$ cat src/rtl/felis_mem_pkg.sv
// Shared types for the memory-port arbiter: FSM states, client index and
// the latched request bundle.
package felis_mem_pkg;

    localparam int unsigned WORD_W = 32;

    typedef enum logic [1:0] {
        ST_IDLE  = 2'd0,
        ST_WRITE = 2'd1,
        ST_READ  = 2'd2,
        ST_DONE  = 2'd3
    } arb_state_t;

    typedef logic client_id_t;

    typedef struct packed {
        logic              we;
        logic [WORD_W-1:0] addr;
        logic [WORD_W-1:0] wdata;
    } client_req_t;

    function automatic client_req_t pick_req(input client_id_t  idx,
                                             input client_req_t r0,
                                             input client_req_t r1);
        return idx ? r1 : r0;
    endfunction

endpackage

$ cat src/rtl/rr_arbiter2.sv
// Combinational two-way grant: round-robin on contention when FAIR=1,
// otherwise client 1 has fixed priority.
module rr_arbiter2
    import felis_mem_pkg::*;
#(
    parameter bit FAIR = 1'b1
) (
    input  logic [1:0] req_i,
    input  client_id_t last_grant_i,
    output logic       gnt_valid_o,
    output client_id_t gnt_idx_o
);

    always_comb begin
        gnt_valid_o = |req_i;
        gnt_idx_o   = 1'b0;
        if (req_i == 2'b11) begin
            gnt_idx_o = FAIR ? ~last_grant_i : 1'b1;
        end else begin
            gnt_idx_o = req_i[1];
        end
    end

endmodule

$ cat src/rtl/mem_port_arbiter.sv
// Serialises instruction-fetch and load/store word requests onto the
// single-port memory's write and read handshakes.
module mem_port_arbiter
    import felis_mem_pkg::*;
#(
    parameter bit FAIR = 1'b1
) (
    input  logic              clk,
    input  logic              reset,
    input  logic              c0_req,
    input  logic              c1_req,
    input  logic              c0_we,
    input  logic              c1_we,
    input  logic [WORD_W-1:0] c0_addr,
    input  logic [WORD_W-1:0] c1_addr,
    input  logic [WORD_W-1:0] c0_wdata,
    input  logic [WORD_W-1:0] c1_wdata,
    output logic              c0_done,
    output logic              c1_done,
    output logic [WORD_W-1:0] c0_rdata,
    output logic [WORD_W-1:0] c1_rdata,
    output logic              mem_in_valid,
    output logic [WORD_W-1:0] mem_in_addr,
    output logic [WORD_W-1:0] mem_in_data,
    input  logic              mem_in_ready,
    output logic              mem_out_valid,
    output logic [WORD_W-1:0] mem_out_addr,
    input  logic [WORD_W-1:0] mem_out_data,
    input  logic              mem_out_ready,
    input  logic              mem_addr_error,
    output logic              err,
    output logic              err_client
);

    arb_state_t        state_q;
    client_id_t        last_grant_q;
    client_id_t        grant_q;
    logic [WORD_W-1:0] addr_q;
    logic [WORD_W-1:0] wdata_q;
    logic              mem_in_valid_q;
    logic              mem_out_valid_q;
    logic              c0_done_q;
    logic              c1_done_q;
    logic [WORD_W-1:0] c0_rdata_q;
    logic [WORD_W-1:0] c1_rdata_q;
    logic              err_q;
    logic              err_client_q;

    logic              gnt_valid;
    client_id_t        gnt_idx;
    client_req_t       req0;
    client_req_t       req1;
    client_req_t       sel_req;

    always_comb begin
        req0.we    = c0_we;
        req0.addr  = c0_addr;
        req0.wdata = c0_wdata;
        req1.we    = c1_we;
        req1.addr  = c1_addr;
        req1.wdata = c1_wdata;
        sel_req    = pick_req(gnt_idx, req0, req1);
    end

    rr_arbiter2 #(
        .FAIR(FAIR)
    ) u_arb (
        .req_i       ({c1_req, c0_req}),
        .last_grant_i(last_grant_q),
        .gnt_valid_o (gnt_valid),
        .gnt_idx_o   (gnt_idx)
    );

    always_ff @(posedge clk) begin
        if (reset) begin
            state_q         <= ST_IDLE;
            last_grant_q    <= 1'b1;
            grant_q         <= 1'b0;
            addr_q          <= '0;
            wdata_q         <= '0;
            mem_in_valid_q  <= 1'b0;
            mem_out_valid_q <= 1'b0;
            c0_done_q       <= 1'b0;
            c1_done_q       <= 1'b0;
            c0_rdata_q      <= '0;
            c1_rdata_q      <= '0;
            err_q           <= 1'b0;
            err_client_q    <= 1'b0;
        end else begin
            c0_done_q <= 1'b0;
            c1_done_q <= 1'b0;

            // Only the first sighting is captured; the memory's flag is sticky.
            if (mem_addr_error && !err_q) begin
                err_q        <= 1'b1;
                err_client_q <= grant_q;
            end

            unique case (state_q)
                ST_IDLE: begin
                    if (gnt_valid) begin
                        grant_q      <= gnt_idx;
                        last_grant_q <= gnt_idx;
                        addr_q       <= sel_req.addr;
                        wdata_q      <= sel_req.wdata;
                        if (sel_req.we) begin
                            mem_in_valid_q <= 1'b1;
                            state_q        <= ST_WRITE;
                        end else begin
                            mem_out_valid_q <= 1'b1;
                            state_q         <= ST_READ;
                        end
                    end
                end
                ST_WRITE: begin
                    if (mem_in_ready) begin
                        mem_in_valid_q <= 1'b0;
                        if (grant_q) c1_done_q <= 1'b1;
                        else         c0_done_q <= 1'b1;
                        state_q <= ST_DONE;
                    end
                end
                ST_READ: begin
                    if (mem_out_ready) begin
                        mem_out_valid_q <= 1'b0;
                        if (grant_q) begin
                            c1_rdata_q <= mem_out_data;
                            c1_done_q  <= 1'b1;
                        end else begin
                            c0_rdata_q <= mem_out_data;
                            c0_done_q  <= 1'b1;
                        end
                        state_q <= ST_DONE;
                    end
                end
                ST_DONE: begin
                    // Idle gap lets the memory return to its inactive state.
                    state_q <= ST_IDLE;
                end
                default: state_q <= ST_IDLE;
            endcase
        end
    end

    assign c0_done       = c0_done_q;
    assign c1_done       = c1_done_q;
    assign c0_rdata      = c0_rdata_q;
    assign c1_rdata      = c1_rdata_q;
    assign mem_in_valid  = mem_in_valid_q;
    assign mem_in_addr   = addr_q;
    assign mem_in_data   = wdata_q;
    assign mem_out_valid = mem_out_valid_q;
    assign mem_out_addr  = addr_q;
    assign err           = err_q;
    assign err_client    = err_client_q;

endmodule

$ cat config.mk
export PLATFORM = sky130hd
export DESIGN_NAME = mem_port_arbiter
export DESIGN_NICKNAME = d
export VERILOG_FILES = /design/src/rtl/felis_mem_pkg.sv /design/src/rtl/rr_arbiter2.sv /design/src/rtl/mem_port_arbiter.sv
export SDC_FILE = /design/constraint.sdc
export NUM_CORES = 1
export LEC_CHECK = 0
export CAP_MARGIN = 25
export CORE_AREA = 2 2 129 131
export CTS_BUF_LIST = sky130_fd_sc_hd__clkbuf_8
export DETAILED_ROUTE_END_ITERATION = 7
export DIE_AREA = 0 0 131 133
export PLACE_DENSITY_LB_ADDON = 0.15
export SLEW_MARGIN = 10
export SYNTH_ARGS = -nofsm -noshare
export SYNTH_HDL_FRONTEND = slang
export SYNTH_SLANG_ARGS = --single-unit
$ cat constraint.sdc
create_clock -name clk -period 1.85 [get_ports clk]
set_input_delay 0.4625 -clock clk [delete_from_list [all_inputs] [get_ports clk]]
set_output_delay 0.4625 -clock clk [all_outputs]
set_load 0.05 [all_outputs]
==> impl_metrics.py, run 1 <==
metrics = {
    "grt": {
        "overflow": 0,
        "grt_max_degree": 33,
        "grt_pass1_vias": 5246,
        "gr-usage-all-layers_pct": 21.0,
        "grt_pass1_wl_mm": 28.5,
        "antenna_found_initial": 0,
    },
    "worst_setup_path": {
        "r2r_cells": 6,
        "critPathMaxFanout": 20,
        "crit_family": "buffers and inverters",
        "cp-end-kind": "register",
        "required_ps": 2150,
        "r2r-start": "state_q[0]",
        "critPathBufInv": 2,
        "worstSetupPathDepth": 5,
        "startpoint": "c1_req",
        "critPathLaunchType": "primary input",
        "cp_slowest_cell": "clkdlybuf4s50_1",
        "slowest_delay_ps": 540,
        "critPathKind": "in -> reg",
        "cp.arrival_ps": 2000,
        "cp_cell_sequence": "clkdlybuf4s50_1 > a21boi_4 > buf_4 > mux2i_1 > a211oi_1",
    },
    "logic_synthesis": {
        "synth-simple-area-share_pct": 15.0,
        "synthArstFlopShare_pct": 0,
        "syn_inst": 656,
        "synth.area.top_cells": "dfxtp_1 (48%), mux2i_1 (11%), a211oi_1 (8.7%)",
        "synthAdderAreaFrac_pct": 0.651,
        "muxShareOfSynthArea_pct": 11.8,
        "synth_cell_type_count": 30,
        "synthXorXnorAreaFrac_pct": 0,
        "synth_top_family_by_area": "compound AO/OA/AOI/OAI gates",
        "yosysTopAreaCellShare_pct": 47.9,
        "synth_compound_area_share_pct": 15.8,
        "syn_area_per_cell_um2": 8.79,
        "ys_warn_count": 0,
        "yosys_register_bits": 138,
        "synth_edf_count": 0,
        "synthFlopType": "dfxtp_1",
        "syn-num-nets": 828,
        "yosysTopAreaCell": "dfxtp_1",
        "ys_seq_area_share_pct": 47.9,
        "synth_area_um2": 5770,
    },
    "sta": {
        "final-setup-viol-count": 0,
        "worst_slew_pin_slew_ps": 442,
        "grt_setup_unrepaired": "no",
        "fin_setup_tns_ps": 0,
        "fin_worst_skew_ps": 9.50,
        "finalCritPeriodShare_pct": 92.0,
        "fin_crit_ps": 1700,
        "clock.fmax_ghz": 0.588,
        "finalHoldViolations": 0,
        "maxSlewHeadroom_pct": 70.5,
        "drv_slew": 0,
    },
    "detailed_routing": {
        "vias": 5622,
        "drt_drc_violations_left": 0,
        "drt_iter0_drc": 198,
        "wl_mm": 18.7,
        "viasPerCell": 4.72,
        "wl_per_cell_um": 15.7,
        "ant_nets": 0,
        "first_pass_iters": 4,
    },
    "floorplan": {
        "die_w_um": 131,
        "die_area_um2": 17400,
        "core_um2": 16200,
        "start_util_pct": 35.7,
        "ioPinCount": 335,
        "dieHeight_um": 133,
        "num_rows": 47,
    },
    "place": {
        "dpl.cell_count": 1161,
        "dpl_cell_area_um2": 8930,
        "port_buffers": 334,
        "dpl.hpwl_mm": 13.9,
        "place_congestion": 0.792,
    },
    "clocking": {
        "tritoncts": "yes",
        "postCtsHoldBufs": 0,
        "cts_setup_buffers": 0,
        "cts.root.buffer_cell": "clkbuf_8",
        "clock-sinks": 138,
        "cts_resized": 0,
        "clk_pin_slew_ps": 70,
        "h-tree-depth": 4,
        "clkLatencyLatePin_ps": 430,
        "clock_path_buffers": 2,
        "numCtsBuffers": 17,
    },
    "worst_hold_path": {
        "hold_start": "c0_rdata[13]",
        "min_path_cells": 2,
        "hold_path.class": "reg -> reg",
    },
    "power": {
        "vdd_ir_drop_max_v": 0.000738,
        "p_per_area_nw_per_um2": 1480,
        "cellLeakagePower_uw": 0.00384,
    },
    "final_layout": {
        "layout_common_cells": "buf_4 (185), clkdlybuf4s50_1 (167), dfxtp_1 (138), nand2_1 (131)",
        "area_growth_pct": 60.8,
        "layoutNonFillerInstCount": 1192,
        "layout_commonest_cell": "buf_4",
        "final_area_um2": 9270,
        "nFillCells": 1529,
        "nets": 1132,
        "drive_gt1_share_pct": 24.3,
        "diodes": 0,
    },
    "run_status": {
        "status": "finished, final reports clean",
    },
    "flow_run": {
        "drv_cap": 0,
    },
}
## per-layer routing
| layer | up-vias | global-route usage (%) | routed length [um] |
|---|---|---|---|
| li1 | 2824 | - | - |
| met1 | 2567 | 24.9 | 7510 |
| met4 | 0 | 7.09 | 388 |
| met3 | 25 | 8.41 | 1890 |
| met2 | 206 | 34.2 | 8890 |
| met5 | - | 0 | 0 |
## report_power, final
| group | total [uW] | switching (uW) | internal, uW |
|---|---|---|---|
| registers | 4060 | 425 | 3630 |
| logic | 7460 | 4920 | 2540 |
| clock network | 2190 | 1130 | 1050 |
## synthesized netlist by cell type (all sizes together) (3+ instances only)
library cell	n
a211oi	67
a21oi	68
buf	47
clkbuf	36
dfxtp	138
ha	3
inv	4
mux2i	66
nand2	131
nand2b	5
nor2	69
## cells by family (layout without fill, tap and decap cells)
family / after synthesis / count (layout)
and+or+nand+nor: 217 / 217
AOI/OAI and AO/OA: 143 / 143
DFF: 138 / 138
buffers and inverters: 87 / 403
muxes: 68 / 68
adders and majority gates: 3 / 3
## through the flow
step,util (%),setup WS (ps),hold slack (ps),power [uW]
2_1_floorplan,-,322,487,9310
3_3_place_gp,55.2,-213,442,11600
3_5_place_dp,55.2,-283,447,11600
4_1_cts,57.3,182,445,13800
5_1_grt,57.3,34.4,461,14500
6_report,57.3,148,453,13700
## tightest hold or removal path: stages (launching register included)
cell     delay [ps]
dfxtp_1         310
nand2_1          50
a21oi_1          50
## registers in the layout, indices dropped and copies added (netlist names), 2 cells and up
name         count
c1_rdata        32
c0_rdata        32
mem_in_data     32
mem_in_addr     32
state_q          2
## final cells by class
class	instances	area (um2)	share of cell area, %
clock inverter	13	90.1	0.972
multi-input combinational	431	2500	27.0
sequential	138	2760	29.8
inverter	4	15.0	0.162
timing repair buffer	368	3380	36.5
tap	220	275	2.97
clock buffer	18	248	2.67
## final timing paths
path / to / slack (ps)
setup / recovery: mem_in_data[30] / 150
hold / removal: c0_rdata[13] / 450
setup reg to reg: state_q[1] / 190
hold reg to reg: c0_rdata[13] / 450
No activity file was read; power rests on OpenSTA's default activity.
==> inputs of run 2 (changes only) <==
- SLEW_MARGIN: 10 -> 20
==> results of run 2 <==
Final layout, timing and power as in run 1 (identical DEF).
